<file path="src/rtl/multicycle_main_controller_pkg.sv">
// Shared definitions for the multi-cycle RV32I main controller.
// Provides:
//   - RV32I major opcode values
//   - state_e : controller states (IDLE, FETCH, DECODE, EXEC, MEM, WB, TRAP)
//   - cls_e   : instruction classes produced by the opcode classifier
//   - pc_src / wb_sel / alu_op encodings
//   - helpers giving the ALU controls for a given instruction class
package multicycle_main_controller_pkg;

  localparam logic [6:0] OPC_R     = 7'b0110011;
  localparam logic [6:0] OPC_I     = 7'b0010011;
  localparam logic [6:0] OPC_LW    = 7'b0000011;
  localparam logic [6:0] OPC_SW    = 7'b0100011;
  localparam logic [6:0] OPC_BR    = 7'b1100011;
  localparam logic [6:0] OPC_JAL   = 7'b1101111;
  localparam logic [6:0] OPC_JALR  = 7'b1100111;
  localparam logic [6:0] OPC_LUI   = 7'b0110111;
  localparam logic [6:0] OPC_AUIPC = 7'b0010111;

  typedef enum logic [2:0] {
    ST_IDLE   = 3'd0,
    ST_FETCH  = 3'd1,
    ST_DECODE = 3'd2,
    ST_EXEC   = 3'd3,
    ST_MEM    = 3'd4,
    ST_WB     = 3'd5,
    ST_TRAP   = 3'd6
  } state_e;

  typedef enum logic [3:0] {
    CLS_ILL, CLS_R, CLS_I, CLS_LW, CLS_SW, CLS_BR,
    CLS_JAL, CLS_JALR, CLS_LUI, CLS_AUIPC
  } cls_e;

  localparam logic [1:0] PC_SEQ = 2'b00;  // pc + 4
  localparam logic [1:0] PC_REL = 2'b01;  // pc + imm
  localparam logic [1:0] PC_REG = 2'b10;  // rs1 + imm

  localparam logic [1:0] WB_ALU = 2'b00;
  localparam logic [1:0] WB_MEM = 2'b01;
  localparam logic [1:0] WB_PC4 = 2'b10;
  localparam logic [1:0] WB_IMM = 2'b11;

  localparam logic [1:0] ALU_ADD = 2'b00;
  localparam logic [1:0] ALU_BR  = 2'b01;
  localparam logic [1:0] ALU_R   = 2'b10;
  localparam logic [1:0] ALU_I   = 2'b11;

  function automatic logic [1:0] alu_op_for(cls_e c);
    case (c)
      CLS_R:   return ALU_R;
      CLS_I:   return ALU_I;
      CLS_BR:  return ALU_BR;
      default: return ALU_ADD;
    endcase
  endfunction

  // Only R-type and branch compare use rs2; everything else adds an immediate.
  function automatic logic alu_src_b_for(cls_e c);
    case (c)
      CLS_R, CLS_BR, CLS_ILL: return 1'b0;
      default:                return 1'b1;
    endcase
  endfunction

endpackage

</file>
<file path="src/rtl/multicycle_main_controller_if.sv">
// Memory handshake bundle between the controller and the instruction/data
// memory ports.
//   imem_req   : fetch request          (controller -> memory)
//   imem_ready : fetch complete          (memory -> controller)
//   dmem_req   : data access request     (controller -> memory)
//   dmem_we    : 1 = store               (controller -> memory)
//   dmem_ready : data access complete    (memory -> controller)
interface multicycle_main_controller_if;
  logic imem_req;
  logic imem_ready;
  logic dmem_req;
  logic dmem_we;
  logic dmem_ready;

  modport master (output imem_req, dmem_req, dmem_we,
                  input  imem_ready, dmem_ready);
  modport slave  (input  imem_req, dmem_req, dmem_we,
                  output imem_ready, dmem_ready);
endinterface

</file>
<file path="src/rtl/multicycle_main_controller_opcode_classifier.sv">
// Combinational opcode classifier.
//   opcode_i : major opcode field
//   cls_o    : instruction class (CLS_ILL when not recognised)
//   legal_o  : 1 when the opcode is a supported instruction
// With EN_UPPER=0, LUI and AUIPC are reported as illegal.
module opcode_classifier
  import multicycle_main_controller_pkg::*;
#(
  parameter int OPC_W    = 7,
  parameter bit EN_UPPER = 1'b1
) (
  input  logic [OPC_W-1:0] opcode_i,
  output cls_e             cls_o,
  output logic             legal_o
);

  always_comb begin
    cls_o = CLS_ILL;
    case (opcode_i)
      OPC_W'(OPC_R):     cls_o = CLS_R;
      OPC_W'(OPC_I):     cls_o = CLS_I;
      OPC_W'(OPC_LW):    cls_o = CLS_LW;
      OPC_W'(OPC_SW):    cls_o = CLS_SW;
      OPC_W'(OPC_BR):    cls_o = CLS_BR;
      OPC_W'(OPC_JAL):   cls_o = CLS_JAL;
      OPC_W'(OPC_JALR):  cls_o = CLS_JALR;
      OPC_W'(OPC_LUI):   cls_o = EN_UPPER ? CLS_LUI   : CLS_ILL;
      OPC_W'(OPC_AUIPC): cls_o = EN_UPPER ? CLS_AUIPC : CLS_ILL;
      default:           cls_o = CLS_ILL;
    endcase
  end

  assign legal_o = (cls_o != CLS_ILL);

endmodule

</file>
<file path="src/rtl/multicycle_main_controller.sv">
// Multi-cycle RV32I main controller.
// Sequences FETCH/DECODE/EXEC/MEM/WB per instruction and drives the PC, IR,
// register file, ALU and memory handshake controls.
// Ports:
//   clk, rst_n      : clock, asynchronous active-low reset
//   mem_if          : memory handshake (imem/dmem req, ready, dmem_we)
//   opcode_i        : instr[6:0] from IR, sampled in DECODE only
//   branch_taken_i  : ALU compare result, used in EXEC of a branch
//   ir_we_o, pc_we_o, pc_src_o, reg_write_o, alu_src_b_o, wb_sel_o, alu_op_o
//                   : datapath controls
//   illegal_o       : sticky illegal-opcode trap flag
//   timeout_o       : sticky memory-handshake timeout flag
//   state_dbg_o     : current state encoding
// Outputs depend only on the registered state/class plus branch_taken_i and
// the ready inputs, so there is no path from opcode_i to any output.
module multicycle_main_controller
  import multicycle_main_controller_pkg::*;
#(
  parameter int OPC_W       = 7,
  parameter int MEM_TIMEOUT = 16,
  parameter bit EN_UPPER    = 1'b1
) (
  input  logic                         clk,
  input  logic                         rst_n,
  multicycle_main_controller_if.master mem_if,
  input  logic [OPC_W-1:0]             opcode_i,
  input  logic                         branch_taken_i,
  output logic                         ir_we_o,
  output logic                         pc_we_o,
  output logic [1:0]                   pc_src_o,
  output logic                         reg_write_o,
  output logic                         alu_src_b_o,
  output logic [1:0]                   wb_sel_o,
  output logic [1:0]                   alu_op_o,
  output logic                         illegal_o,
  output logic                         timeout_o,
  output logic [2:0]                   state_dbg_o
);

  localparam int CNT_W = $clog2(MEM_TIMEOUT + 1);

  state_e           state_q;
  cls_e             opc_cls_q;   // latched opcode, held in classified form
  logic [CNT_W-1:0] cnt_q;
  logic [CNT_W-1:0] cnt_d;
  logic             illegal_q;
  logic             timeout_q;
  logic             wait_expired;

  cls_e dec_cls;
  logic dec_legal;

  opcode_classifier #(
    .OPC_W    (OPC_W),
    .EN_UPPER (EN_UPPER)
  ) u_classifier (
    .opcode_i (opcode_i),
    .cls_o    (dec_cls),
    .legal_o  (dec_legal)
  );

  assign cnt_d = cnt_q + 1'b1;
  // This cycle is the MEM_TIMEOUT-th consecutive wait; a ready in the same
  // cycle is checked first and takes priority.
  assign wait_expired = (cnt_d == CNT_W'(MEM_TIMEOUT));

  always_ff @(posedge clk or negedge rst_n) begin
    if (!rst_n) begin
      state_q   <= ST_IDLE;
      opc_cls_q <= CLS_ILL;
      cnt_q     <= '0;
      illegal_q <= 1'b0;
      timeout_q <= 1'b0;
    end else begin
      // Counter clears on every transition; only wait cycles override this.
      cnt_q <= '0;
      case (state_q)
        ST_IDLE: state_q <= ST_FETCH;
        ST_FETCH: begin
          if (mem_if.imem_ready) begin
            state_q <= ST_DECODE;
          end else if (wait_expired) begin
            state_q   <= ST_TRAP;
            timeout_q <= 1'b1;
          end else begin
            cnt_q <= cnt_d;
          end
        end
        ST_DECODE: begin
          opc_cls_q <= dec_cls;
          if (dec_legal) begin
            state_q <= ST_EXEC;
          end else begin
            state_q   <= ST_TRAP;
            illegal_q <= 1'b1;
          end
        end
        ST_EXEC: begin
          case (opc_cls_q)
            CLS_LW, CLS_SW: state_q <= ST_MEM;
            CLS_BR:         state_q <= ST_FETCH;
            default:        state_q <= ST_WB;
          endcase
        end
        ST_MEM: begin
          if (mem_if.dmem_ready) begin
            state_q <= (opc_cls_q == CLS_LW) ? ST_WB : ST_FETCH;
          end else if (wait_expired) begin
            state_q   <= ST_TRAP;
            timeout_q <= 1'b1;
          end else begin
            cnt_q <= cnt_d;
          end
        end
        ST_WB:   state_q <= ST_FETCH;
        ST_TRAP: state_q <= ST_TRAP;
        default: state_q <= ST_IDLE;
      endcase
    end
  end

  logic imem_req_c;
  logic dmem_req_c;
  logic dmem_we_c;

  always_comb begin
    imem_req_c  = 1'b0;
    dmem_req_c  = 1'b0;
    dmem_we_c   = 1'b0;
    ir_we_o     = 1'b0;
    pc_we_o     = 1'b0;
    pc_src_o    = PC_SEQ;
    reg_write_o = 1'b0;
    alu_src_b_o = 1'b0;
    wb_sel_o    = WB_ALU;
    alu_op_o    = ALU_ADD;
    case (state_q)
      ST_FETCH: begin
        imem_req_c = 1'b1;
        ir_we_o    = mem_if.imem_ready;
      end
      ST_EXEC: begin
        alu_op_o    = alu_op_for(opc_cls_q);
        alu_src_b_o = alu_src_b_for(opc_cls_q);
        if (opc_cls_q == CLS_BR) begin
          pc_we_o  = 1'b1;
          pc_src_o = branch_taken_i ? PC_REL : PC_SEQ;
        end
      end
      ST_MEM: begin
        dmem_req_c  = 1'b1;
        dmem_we_c   = (opc_cls_q == CLS_SW);
        alu_op_o    = ALU_ADD;
        alu_src_b_o = 1'b1;
        // A store retires here, so this is its single PC update.
        if (mem_if.dmem_ready && opc_cls_q == CLS_SW) begin
          pc_we_o = 1'b1;
        end
      end
      ST_WB: begin
        alu_op_o    = alu_op_for(opc_cls_q);
        alu_src_b_o = alu_src_b_for(opc_cls_q);
        reg_write_o = 1'b1;
        pc_we_o     = 1'b1;
        case (opc_cls_q)
          CLS_LW:   wb_sel_o = WB_MEM;
          CLS_JAL:  begin pc_src_o = PC_REL; wb_sel_o = WB_PC4; end
          CLS_JALR: begin pc_src_o = PC_REG; wb_sel_o = WB_PC4; end
          CLS_LUI:  wb_sel_o = WB_IMM;
          default:  wb_sel_o = WB_ALU;
        endcase
      end
      default: ;
    endcase
  end

  assign mem_if.imem_req = imem_req_c;
  assign mem_if.dmem_req = dmem_req_c;
  assign mem_if.dmem_we  = dmem_we_c;
  assign illegal_o       = illegal_q;
  assign timeout_o       = timeout_q;
  assign state_dbg_o     = state_q;

endmodule

</file>
<file path="src/flat_wrapper.sv">
// flat-port wrapper written by rule: the top's interface ports become plain ports
module multicycle_main_controller_flat import multicycle_main_controller_pkg::*;
#(
  parameter int OPC_W       = 7,
  parameter int MEM_TIMEOUT = 16,
  parameter bit EN_UPPER    = 1'b1
)
  (clk, rst_n, opcode_i, branch_taken_i, ir_we_o, pc_we_o, pc_src_o, reg_write_o, alu_src_b_o, wb_sel_o, alu_op_o, illegal_o, timeout_o, state_dbg_o, mem_if_imem_req, mem_if_dmem_req, mem_if_dmem_we, mem_if_imem_ready, mem_if_dmem_ready);
  multicycle_main_controller_if mem_if_i ();
  input  logic clk;
  input  logic rst_n;
  input  logic [OPC_W-1:0] opcode_i;
  input  logic branch_taken_i;
  output logic ir_we_o;
  output logic pc_we_o;
  output logic [1:0] pc_src_o;
  output logic reg_write_o;
  output logic alu_src_b_o;
  output logic [1:0] wb_sel_o;
  output logic [1:0] alu_op_o;
  output logic illegal_o;
  output logic timeout_o;
  output logic [2:0] state_dbg_o;
  output wire logic [$bits(mem_if_i.imem_req)-1:0] mem_if_imem_req;
  output wire logic [$bits(mem_if_i.dmem_req)-1:0] mem_if_dmem_req;
  output wire logic [$bits(mem_if_i.dmem_we)-1:0] mem_if_dmem_we;
  input wire logic [$bits(mem_if_i.imem_ready)-1:0] mem_if_imem_ready;
  input wire logic [$bits(mem_if_i.dmem_ready)-1:0] mem_if_dmem_ready;
  assign mem_if_imem_req = mem_if_i.imem_req;
  assign mem_if_dmem_req = mem_if_i.dmem_req;
  assign mem_if_dmem_we = mem_if_i.dmem_we;
  assign mem_if_i.imem_ready = mem_if_imem_ready;
  assign mem_if_i.dmem_ready = mem_if_dmem_ready;
  multicycle_main_controller #(.OPC_W(OPC_W), .MEM_TIMEOUT(MEM_TIMEOUT), .EN_UPPER(EN_UPPER)) u_core (.clk(clk), .rst_n(rst_n), .mem_if(mem_if_i), .opcode_i(opcode_i), .branch_taken_i(branch_taken_i), .ir_we_o(ir_we_o), .pc_we_o(pc_we_o), .pc_src_o(pc_src_o), .reg_write_o(reg_write_o), .alu_src_b_o(alu_src_b_o), .wb_sel_o(wb_sel_o), .alu_op_o(alu_op_o), .illegal_o(illegal_o), .timeout_o(timeout_o), .state_dbg_o(state_dbg_o));
endmodule
</file>
<file path="config.mk">
export PLATFORM = sky130hd
export DESIGN_NAME = multicycle_main_controller_flat
export DESIGN_NICKNAME = d
export VERILOG_FILES = /design/src/rtl/multicycle_main_controller_pkg.sv /design/src/rtl/multicycle_main_controller_if.sv /design/src/rtl/multicycle_main_controller_opcode_classifier.sv /design/src/rtl/multicycle_main_controller.sv /design/src/flat_wrapper.sv
export SDC_FILE = /design/constraint.sdc
export NUM_CORES = 1
export LEC_CHECK = 0
export ABC_AREA = 1
export BUFFER_PORTS_ARGS = -buffer_cell sky130_fd_sc_hd__clkbuf_2
export CORE_MARGIN = 5
export CORE_UTILIZATION = 45
export CTS_BUF_LIST = sky130_fd_sc_hd__clkbuf_8 sky130_fd_sc_hd__clkbuf_16
export DETAILED_ROUTE_END_ITERATION = 10
export GPL_TIMING_DRIVEN = 0
export PLACE_DENSITY_LB_ADDON = 0.1
export SLEW_MARGIN = 20
export SYNTH_ARGS = -nofsm -noshare
export SYNTH_HDL_FRONTEND = slang
export SYNTH_HIERARCHICAL = 1
export SYNTH_SLANG_ARGS = --single-unit
export TNS_END_PERCENT = 100
</file>
<file path="constraint.sdc">
create_clock -name clk -period 1.1 [get_ports clk]
set_input_delay 0.11 -clock clk [delete_from_list [all_inputs] [get_ports clk]]
set_output_delay 0.11 -clock clk [all_outputs]
set_load 0.1 [all_outputs]
</file>
==> results.sh, run 1 <==
export IMPL_place_ws_ns=-0.900
export IMPL_syn_inst=152
export IMPL_status="aborted with a tool error"
export IMPL_die_height_um=57.3
export IMPL_synth_area_top_cells="dfrtp_1, nand2_1, inv_1"
export IMPL_worstEndpointGrtRepair="pc_we_o"
export IMPL_hpwl_um=1960
export IMPL_numCtsBuffers=3
export IMPL_die_w_um=57.3
export IMPL_yosysSeqAreaShare=0.348
export IMPL_cts_root_buf="clkbuf_8"
export IMPL_syn_nets=165
export IMPL_stop_stage="global routing"
export IMPL_grt_max_degree=15
export IMPL_clockBufferDepth=2
export IMPL_synth_largest_area_cell="dfrtp_1"
export IMPL_ios=30
export IMPL_yosys_warnings=6
export IMPL_syn_mean_instance_area_sq_um=6.62
export IMPL_synth_top_area_frac=0.348
export IMPL_rows=17
export IMPL_place_area_sq_um=1290
export IMPL_ys_types=23
export IMPL_cts_sinks=14
export IMPL_cts_htree_levels=1
export IMPL_io_buffers=29
export IMPL_synth_ff_latch_count=14
export IMPL_place_gp_congestion=0.796
export IMPL_synth_area_sq_um=1010
export IMPL_start_util=0.464
export IMPL_firstError="[ERROR DPL-0038] Utilization greater than 100%, impossible to legalize"
export IMPL_worst_path_end_type="top-level output"
-- synth_stat cells, drive strengths merged --
| master | n |
|---|---|
| a21oi | 6 |
| buf | 1 |
| dfrtp | 14 |
| ha | 1 |
| inv | 30 |
| nand2 | 32 |
| nand3 | 20 |
| nand3b | 1 |
| nand4 | 3 |
| nor2 | 21 |
| nor3 | 6 |
| nor3b | 1 |
| nor4 | 2 |
| o211ai | 2 |
| o21ai | 10 |
| o21bai | 2 |
-- timing repair --
action	in CTS
cloned	1
pin swaps	14
resized for setup	93
setup endpoints to repair	32
hold buffers	1
setup buffers	21
endpoints found under the hold margin	14
-- logic make-up after synthesis --
logic type	count (synthesis)	share of synthesized area
compound gates	20	0.113
fa+ha+maj	1	0.0124
buf+inv	31	0.117
flops	14	0.348
simple gates	86	0.409
-- stage by stage --
step | cells | TNS, ns | util
floorplan | 152 | -22.07 | -
global placement | 209 | -10.34 | 0.596
detailed placement | 209 | -11.05 | 0.596
CTS | 236 | -9.10 | 0.920
==> run 2, diff against run 1 <==
Settings changed: CORE_AREA set to 5 5 66 68, CORE_MARGIN 5 to unset, CORE_UTILIZATION 45 to unset, CTS_BUF_LIST sky130_fd_sc_hd__clkbuf_8 sky130_fd_sc_hd__clkbuf_16 to unset, DIE_AREA set to 0 0 71 73, PLACE_DENSITY_LB_ADDON 0.1 to 0.15.
Clock period 1.1 ns to 1.43 ns, I/O delays scaled along.
==> run 2 against run 1 <==
  * The flow now finishes, with violations (setup timing)
  * Area after synthesis did not move
  * Synthesized cell count stayed put
==> results.sh, run 2 <==
export IMPL_cts_root_buf="clkbuf_8"
export IMPL_setup_ws_ns=-0.299
export IMPL_grt_pass1_vias=1178
export IMPL_clkTransAtPathRegs_ns=0.06
export IMPL_ant_nets=0
export IMPL_wl_per_cell_um=12.4
export IMPL_cts_tree="done"
export IMPL_hp_class="input pin to flip-flop"
export IMPL_synth_area_sq_um=1010
export IMPL_drt_iter0_markers=61
export IMPL_cts_htree_levels=1
export IMPL_synth_area_top_cells="dfrtp_1, nand2_1, inv_1"
export IMPL_cp_arrival_ns=1.59
export IMPL_worstReg2RegStart="u_core/state_dbg_o[0]"
export IMPL_layout_nets=222
export IMPL_wirelength_um=3190
export IMPL_slew_viol_final=0
export IMPL_yosysMostFrequentCell="nand2_1"
export IMPL_die_height_um=73
export IMPL_syn_mean_instance_area_sq_um=6.62
export IMPL_io_buffers=29
export IMPL_place_area_sq_um=1320
export IMPL_finalSetupViolations=26
export IMPL_maxCapViolCount=0
export IMPL_skew_ns=0.00118
export IMPL_syn_inst=152
export IMPL_vias_per_cell=4.63
export IMPL_synth_largest_area_cell="dfrtp_1"
export IMPL_synth_edf_count=0
export IMPL_synth_ff_latch_count=14
export IMPL_clk_latency_ns=0.25
export IMPL_r2r_cells=8
export IMPL_area_delta_synth_final_pct=93.3
export IMPL_yosys_warnings=6
export IMPL_endpoint_kind="output pin"
export IMPL_design_area_sq_um=1940
export IMPL_clockBufferDepth=2
export IMPL_ios=30
export IMPL_rsz0062_at_grt="true"
export IMPL_period_needed_ns=1.73
export IMPL_p_leak_nw=0.869
export IMPL_antennaDiodeCount=0
export IMPL_synth_top_area_frac=0.348
export IMPL_ys_async_sr_fraction=1.00
export IMPL_critPathLaunch="u_core/state_dbg_o[2]"
export IMPL_numCtsBuffers=3
export IMPL_r2r_slack_ns=-0.17
export IMPL_r2r_end="u_core/timeout_o"
export IMPL_die_area_sq_um=5180
export IMPL_syn_nets=165
export IMPL_place_gp_congestion=0.808
export IMPL_synth_flop_cell="dfrtp_1"
export IMPL_overflow=0
export IMPL_period_share=1.21
export IMPL_setup_tns_ns=-4.75
export IMPL_cts_sinks=14
export IMPL_drc=0
export IMPL_ir_drop_mv=0.459
export IMPL_synth_common_cells="nand2_1, inv_1, nand3_1"
export IMPL_critPathMaxFanout=4
export IMPL_worstSetupEndpoint="pc_we_o"
export IMPL_path_class="flip-flop to output pin"
export IMPL_slew_headroom=0.637
export IMPL_die_w_um=71
export IMPL_grt_pass1_wl_um=5100
export IMPL_tightest_slew_ns=0.546
export IMPL_finalHoldViolations=0
export IMPL_rows=23
export IMPL_core_area_sq_um=3800
export IMPL_hpwl_um=2130
export IMPL_yosysSeqAreaShare=0.348
export IMPL_mostFrequentLayoutCells="nand2_1, inv_1, clkbuf_2, buf_4, nor2_1"
export IMPL_power_density_nw_per_um2=1910
export IMPL_largest_register_ffs=5
export IMPL_final_common_cell="nand2_1"
export IMPL_violations="setup timing"
export IMPL_setup_worst_path_start_class="flip-flop"
export IMPL_grt_use_total=0.123
export IMPL_fmax_mhz=579
export IMPL_cp_required_ns=1.29
export IMPL_drtPass1Iterations=4
export IMPL_start_util=0.265
export IMPL_ys_types=23
export IMPL_drive_gt1_frac=0.481
export IMPL_top_register="u_core/cnt_q"
export IMPL_grt_max_degree=15
export IMPL_status="complete, but fails checks"
export IMPL_vias=1194
export IMPL_antenna_found_initial=0
==> run 2: cell counts after synthesis <==
No cell type changed its count.
==> run 2: cell families after synthesis <==
family,synth area share
buffers and inverters,0.117
adder cells (fa/ha/maj),0.0124
AND/OR/NAND/NOR,0.409
AO/OA/AOI/OAI,0.113
flip-flops,0.348
==> run 2: final cells by class <==
type                    count  area [sq um]
fillers                   356          1850
multi-input cells         107           738
plain buffers               1          11.3
flip-flops and latches     14           363
well taps                  50          62.6
repair buffers             52           584
inverters                  30           130
clock buffers               4          55.1
==> run 2: per-stage QoR <==
| step | worst slack, ns | std cells | util | hold slack [ns] | total power [mW] |
|---|---|---|---|---|---|
| 6_report | -0.299 | 258 | 0.512 | 0.228 | 3.71 |
| 5_1_grt | -0.395 | 258 | 0.512 | 0.243 | 3.89 |
| 4_1_cts | -0.306 | 254 | 0.482 | 0.241 | 3.40 |
| 3_5_place_dp | -0.597 | 231 | 0.347 | 0.0842 | 2.35 |
| 3_3_place_gp | -0.602 | 231 | 0.347 | 0.0718 | 2.34 |
| 2_1_floorplan | -1.61 | 152 | - | -0.153 | 2.06 |
==> run 2: what timing repair did <==
action / 4_1_cts / 5_1_grt
hold buffers: 1 / 0
gates cloned: 0 / 0
gates resized for setup: 58 / 26
pin swaps: 5 / 5
buffers inserted: 18 / 5
endpoints found under the setup margin: 13 / 25
hold endpoints to repair: 14 / 0
==> run 2: power by group <==
group	switching, mW	internal, mW
logic	1.71	0.958
registers	0.131	0.512
clock network	0.146	0.244
total	1.99	1.71
==> run 2: how the worst min path moves through the flow <==
stage,to,cells past startpoint,start
finish,u_core/state_dbg_o[2],4,mem_if_imem_ready
detailed placement,u_core/state_dbg_o[1],1,rst_n
CTS,u_core/state_dbg_o[1],4,mem_if_dmem_ready
global route,u_core/state_dbg_o[2],4,mem_if_imem_ready
floorplan,u_core/cnt_q[0],0,rst_n
global placement,u_core/state_dbg_o[1],1,rst_n
==> run 2: routing by layer <==
layer,GRT usage,wire length [um],share of wire
met4,0.0626,76,0.024
met1,0.141,1240,0.39
met3,0.0275,201,0.063
met2,0.216,1670,0.52
met5,0,0,0
==> run 2: worst max-delay path, cell delays in order, from the launching register on <==
cell and delay (ns):
dfrtp_4 0.47, inv_6 0.06, nor3_4 0.22, buf_6 0.14
nand3_2 0.07, o211ai_1 0.11, clkbuf_8 0.27
(Power assumes the default switching activity.)
